===== config.mk =====
export PLATFORM = sky130hd
export DESIGN_NAME = mod_counter
export DESIGN_NICKNAME = d
export VERILOG_FILES = /design/src/rtl/counter_pkg.sv /design/src/rtl/tick_gen.sv /design/src/rtl/mod_counter.sv
export SDC_FILE = /design/constraint.sdc
export NUM_CORES = 1
export LEC_CHECK = 0
export BUFFER_PORTS_ARGS = -buffer_cell sky130_fd_sc_hd__buf_4
export CAP_MARGIN = 15
export CORE_AREA = 3 3 40 42
export DETAILED_ROUTE_END_ITERATION = 10
export DIE_AREA = 0 0 43 45
export HOLD_SLACK_MARGIN = 0.15
export PLACE_DENSITY = 0.6
export SKIP_LAST_GASP = 1
export SLEW_MARGIN = 10
export SYNTH_ARGS = -nofsm -noshare
export SYNTH_HDL_FRONTEND = slang
export SYNTH_HIERARCHICAL = 1
export SYNTH_SLANG_ARGS = --single-unit

===== constraint.sdc =====
create_clock -name clk -period 1.46 [get_ports clk]
set_input_delay 0.073 -clock clk [delete_from_list [all_inputs] [get_ports clk]]
set_output_delay 0.073 -clock clk [all_outputs]
set_load 0.02 [all_outputs]

===== src/rtl/counter_pkg.sv =====
// counter_pkg: constants and helpers shared by mod_counter and tick_gen.
//   DefWidth / DefModulus / DefDiv : default parameter values for mod_counter
//   BoardClkHz                     : board oscillator frequency
//   pre_width()                    : bit width needed for a 0..div-1 prescaler counter
package counter_pkg;

    localparam int unsigned     BoardClkHz = 50_000_000;
    localparam int unsigned     DefWidth   = 4;
    localparam longint unsigned DefModulus = 16;
    // One count per second at the board clock.
    localparam int unsigned     DefDiv     = BoardClkHz;

    // Width of a counter holding 0..div-1; never less than one bit.
    function automatic int unsigned pre_width(input int unsigned div);
        if (div <= 1) begin
            return 1;
        end
        return $clog2(div);
    endfunction

endpackage


===== src/rtl/tick_gen.sv =====
// tick_gen: clock-enable prescaler producing a one-cycle strobe every DIV enabled cycles.
// Ports:
//   clk   in  system clock
//   rst   in  asynchronous active-high reset
//   en    in  advance enable; en=0 freezes the prescaler and forces tick=0
//   clear in  synchronous restart of the prescaler from 0
//   tick  out strobe, combinational from the prescaler state and en
module tick_gen
    import counter_pkg::*;
#(
    parameter int unsigned DIV = DefDiv
) (
    input  logic clk,
    input  logic rst,
    input  logic en,
    input  logic clear,
    output logic tick
);

    localparam int unsigned     PreW = pre_width(DIV);
    localparam logic [PreW-1:0] Last = PreW'(DIV - 1);

    logic [PreW-1:0] pre_q;
    logic [PreW-1:0] pre_d;

    assign tick = en & (pre_q == Last);

    always_comb begin
        pre_d = pre_q;
        if (clear) begin
            pre_d = '0;
        end else if (tick) begin
            pre_d = '0;
        end else if (en) begin
            pre_d = pre_q + PreW'(1);
        end
    end

    always_ff @(posedge clk or posedge rst) begin
        if (rst) begin
            pre_q <= '0;
        end else begin
            pre_q <= pre_d;
        end
    end

endmodule


===== src/rtl/mod_counter.sv =====
// mod_counter: modulo-MODULUS up/down counter advanced by a clock-enable prescaler strobe.
// Build option: define MOD_COUNTER_PRESCALE_EN to instantiate the DIV prescaler (tick_gen);
// otherwise tick = en and the counter steps on every enabled cycle.
// Ports:
//   clk      in  system clock
//   rst      in  asynchronous active-high reset
//   en       in  count enable, gates prescaler and counter
//   up       in  1 = count up, 0 = count down
//   clear    in  synchronous clear of counter, prescaler and tc
//   load     in  synchronous load of load_val (clamped to MODULUS-1)
//   load_val in  load value
//   count    out current count (registered)
//   tc       out one-cycle pulse after a wrapping step (registered)
//   tick     out prescaler strobe
module mod_counter
    import counter_pkg::*;
#(
    parameter int unsigned     WIDTH   = DefWidth,
    parameter longint unsigned MODULUS = DefModulus,
    parameter int unsigned     DIV     = DefDiv
) (
    input  logic             clk,
    input  logic             rst,
    input  logic             en,
    input  logic             up,
    input  logic             clear,
    input  logic             load,
    input  logic [WIDTH-1:0] load_val,
    output logic [WIDTH-1:0] count,
    output logic             tc,
    output logic             tick
);

    // Compare against MODULUS-1 in WIDTH bits so MODULUS = 2^WIDTH needs no extra bit.
    localparam logic [WIDTH-1:0] MaxVal = WIDTH'(MODULUS - 1);

    logic             tick_int;
    logic             step;
    logic [WIDTH-1:0] count_q;
    logic [WIDTH-1:0] count_d;
    logic             tc_q;
    logic             tc_d;

`ifdef MOD_COUNTER_PRESCALE_EN
    tick_gen #(
        .DIV (DIV)
    ) u_tick_gen (
        .clk   (clk),
        .rst   (rst),
        .en    (en),
        .clear (clear),
        .tick  (tick_int)
    );
`else
    // No prescaler: every enabled cycle is a step. An illegal DIV=0 stalls the counter.
    if (DIV >= 1) begin : g_no_prescale
        assign tick_int = en;
    end else begin : g_div_invalid
        assign tick_int = 1'b0;
    end
`endif

    assign step  = en & tick_int;
    assign tick  = tick_int;
    assign count = count_q;
    assign tc    = tc_q;

    always_comb begin
        count_d = count_q;
        tc_d    = 1'b0;
        if (clear) begin
            count_d = '0;
        end else if (load) begin
            count_d = (load_val > MaxVal) ? MaxVal : load_val;
        end else if (step) begin
            if (up) begin
                if (count_q == MaxVal) begin
                    count_d = '0;
                    tc_d    = 1'b1;
                end else begin
                    count_d = count_q + WIDTH'(1);
                end
            end else begin
                if (count_q == '0) begin
                    count_d = MaxVal;
                    tc_d    = 1'b1;
                end else begin
                    count_d = count_q - WIDTH'(1);
                end
            end
        end
    end

    always_ff @(posedge clk or posedge rst) begin
        if (rst) begin
            count_q <= '0;
            tc_q    <= 1'b0;
        end else begin
            count_q <= count_d;
            tc_q    <= tc_d;
        end
    end

endmodule


==> results.sh <==
export IMPL_wirelength_mm=1.078
export IMPL_first_pass_iters=4
export IMPL_synth_top_area_share=0.2959
export IMPL_powerDensity_mw_per_mm2=742.3
export IMPL_synth_main_ff_cell="dfrtp_1"
export IMPL_synth_seq_cells=5
export IMPL_cts_tree="built"
export IMPL_finalPower_w=0.0004941
export IMPL_rsz0062_at_grt="true"
export IMPL_fin_nets=91
export IMPL_hold_depth=3
export IMPL_critical_path_class="register to register"
export IMPL_final_common_cell="buf_4"
export IMPL_avgViaCountPerCell=4.924
export IMPL_hold_start="load"
export IMPL_initial_utilization=0.3291
export IMPL_htreeDepth=1
export IMPL_areaGrowthSynthToFinish_pct=57.40
export IMPL_clk_insertion_delay_late_ns=0.24
export IMPL_io_buffers=15
export IMPL_syn_num_nets=64
export IMPL_clkTransAtPathRegs_ns=0.04
export IMPL_setup_viol=0
export IMPL_drt_initial_drc_count=6
export IMPL_seq_power_share=0.326
export IMPL_cp_max_fo=4
export IMPL_pwr_share_comb=0.356
export IMPL_vias=453
export IMPL_r2r_cells=6
export IMPL_syn_inst=51
export IMPL_crit_required_ns=1.58
export IMPL_maxSlewHeadroom=0.8226
export IMPL_fillCellCount=126
export IMPL_syn_avg_cell_area_um2=8.292
export IMPL_yosysUniqueCellTypes=27
export IMPL_intPower_w=0.0003465
export IMPL_power_switching_w=0.0001476
export IMPL_synth_area_um2=422.9
export IMPL_min_path_type="input pin to register"
export IMPL_cts_buffers=3
export IMPL_start_kind="register"
export IMPL_wire_per_inst_um=11.72
export IMPL_grt_usage=0.1229
export IMPL_layout_common_cells="21 x buf_4, 5 x a21oi_1, 4 x nor2b_1, 4 x nor2_1, 4 x dlygate4sd3_1"
export IMPL_cap_violations=0
export IMPL_diodes=0
export IMPL_synth_area_top_cells="dfrtp_1 30%, ha_1 8.9%, a21oi_1 7.1%"
export IMPL_place_congestion=0.7413
export IMPL_die_y_um=45
export IMPL_fin_crit_ns=1.425
export IMPL_dp_final_hpwl_um=839.6
export IMPL_drc_errors=0
export IMPL_ios=16
export IMPL_grt_max_degree=10
export IMPL_clock_power_share=0.318
export IMPL_synth_warnings=6
export IMPL_synth_edf_count=0
export IMPL_netlist_top_cell_by_area="dfrtp_1"
export IMPL_die_x_um=43
export IMPL_design_core_area_mm2=0.001285
export IMPL_drive_above_1_share=0.4416
export IMPL_ir_worst_vdd_v=0.0004970
export IMPL_synthArstFlopShare=1.000
export IMPL_detail_route_antenna_nets=0
export IMPL_endpoint_kind="register"
export IMPL_arrival_ns=1.55
export IMPL_max_freq_mhz=701.8
export IMPL_maxSlewViolCount=0
export IMPL_worstSetupStartpoint="count[0]$_DFFE_PP0P_"
export IMPL_switching_share=0.2987
export IMPL_antenna_found_initial=0
export IMPL_status="complete, no violations"
export IMPL_rows=13
export IMPL_p_leak_nw=0.3116
export IMPL_cts_sinks=5
export IMPL_grt_overflow=0
export IMPL_fin_skew_ns=0.001921
export IMPL_first_global_vias=412
export IMPL_grt_pass1_wl_mm=1.711
export IMPL_hold_violations=0
export IMPL_worstMarginPinSlew_ns=0.2639
export IMPL_synth_yosys_seq_area_share=0.2959
export IMPL_dieArea_mm2=0.001935
export IMPL_whs_ns=0.1600
export IMPL_period_share=0.9760
export IMPL_cts_root_buf="clkbuf_4"
export IMPL_cts_buffer_depth=2
export IMPL_r2r_start="count[0]$_DFFE_PP0P_"
## per-layer routing
metal,up-vias,share of wire,track usage
met2,16,0.51,0.2156
li1,226,-,-
met1,211,0.41,0.1293
met5,-,0,0
met4,0,0,0.01807
met3,0,0.081,0.07570
## what timing repair did
item / CTS / global route
buffers inserted: 0 / 0
endpoints found under the hold margin: 10 / 0
pin swaps: 0 / 1
hold buffers: 4 / 0
cloned: 0 / 0
setup endpoints to repair: 1 / 2
gates resized for setup: 2 / 2
## critical path: stages, from the launching register on
cell,delay [ns]
dfrtp_2,0.39
inv_2,0.05
ha_2,0.17
nor2b_1,0.13
or3_1,0.31
a211oi_2,0.18
nor3_1,0.07
## worst paths after layout
kind                                   endpoint  slack [ns]
setup reg to reg           count[2]$_DFFE_PP0P_        0.04
max in group asynchronous  count[1]$_DFFE_PP0P_        0.96
hold reg to reg                    tc$_DFF_PP0_        0.64
setup / recovery           count[2]$_DFFE_PP0P_        0.04
hold / removal             count[0]$_DFFE_PP0P_        0.16
min in group asynchronous          tc$_DFF_PP0_        0.30
## kinds of logic (layout without fill, tap and decap cells)
group,Yosys count,count (layout),share of synthesized area
AND/OR/NAND/NOR,17,17,0.2160
AO/OA/AOI/OAI,14,14,0.2249
buffers and inverters,8,34,0.08283
flip-flops,5,5,0.2959
adder cells (fa/ha/maj),3,3,0.08877
XOR/XNOR,2,2,0.04143
multiplexers,2,2,0.05029
## power by group through the flow
stage                     registers [W]  clock network [W]  logic (W)
after floorplan                0.000176                  0  0.0000798
after global routing           0.000162           0.000187   0.000193
after global placement         0.000163                  0   0.000164
final                          0.000161           0.000157   0.000176
after detailed placement       0.000162                  0   0.000165
after CTS                      0.000160           0.000164   0.000176
## synthesized netlist by cell type (2+ instances only)
| library cell | instances |
|---|---|
| a21oi_1 | 6 |
| dfrtp_1 | 5 |
| nor2_1 | 4 |
| nor2b_1 | 4 |
| ha_1 | 3 |
| inv_1 | 3 |
| inv_2 | 2 |
| nand2_1 | 2 |
| nand2b_1 | 2 |
| o21ai_0 | 2 |
| xnor2_1 | 2 |
## state kept, by name, indices dropped and copies added (netlist names)
signal	cells
count	4
tc	1
## area by class of cell
type / count / area [µm²] / share of cell area
inverters: 5 / 18.77 / 0.02820
clock buffers: 4 / 26.28 / 0.03947
well taps: 15 / 18.77 / 0.02820
repair buffers: 25 / 197.7 / 0.2970
flip-flops and latches: 5 / 127.6 / 0.1917
multi-input cells: 38 / 276.5 / 0.4154
## per-stage QoR
stage	worst slack, ns	std cells	cell area, µm²	utilization	setup TNS, ns
after floorplan	-0.05514	51	430.4	-	-0.05514
after detailed placement	-0.02107	84	590.6	0.4596	-0.02107
after global placement	0.01981	84	590.6	0.4596	0
after global routing	-0.07722	92	665.6	0.5180	-0.07722
after CTS	-0.00007694	92	663.1	0.5161	-0.00007694
final	0.03500	92	665.6	0.5180	0
Note: power is estimated with default switching activity, not from simulation.
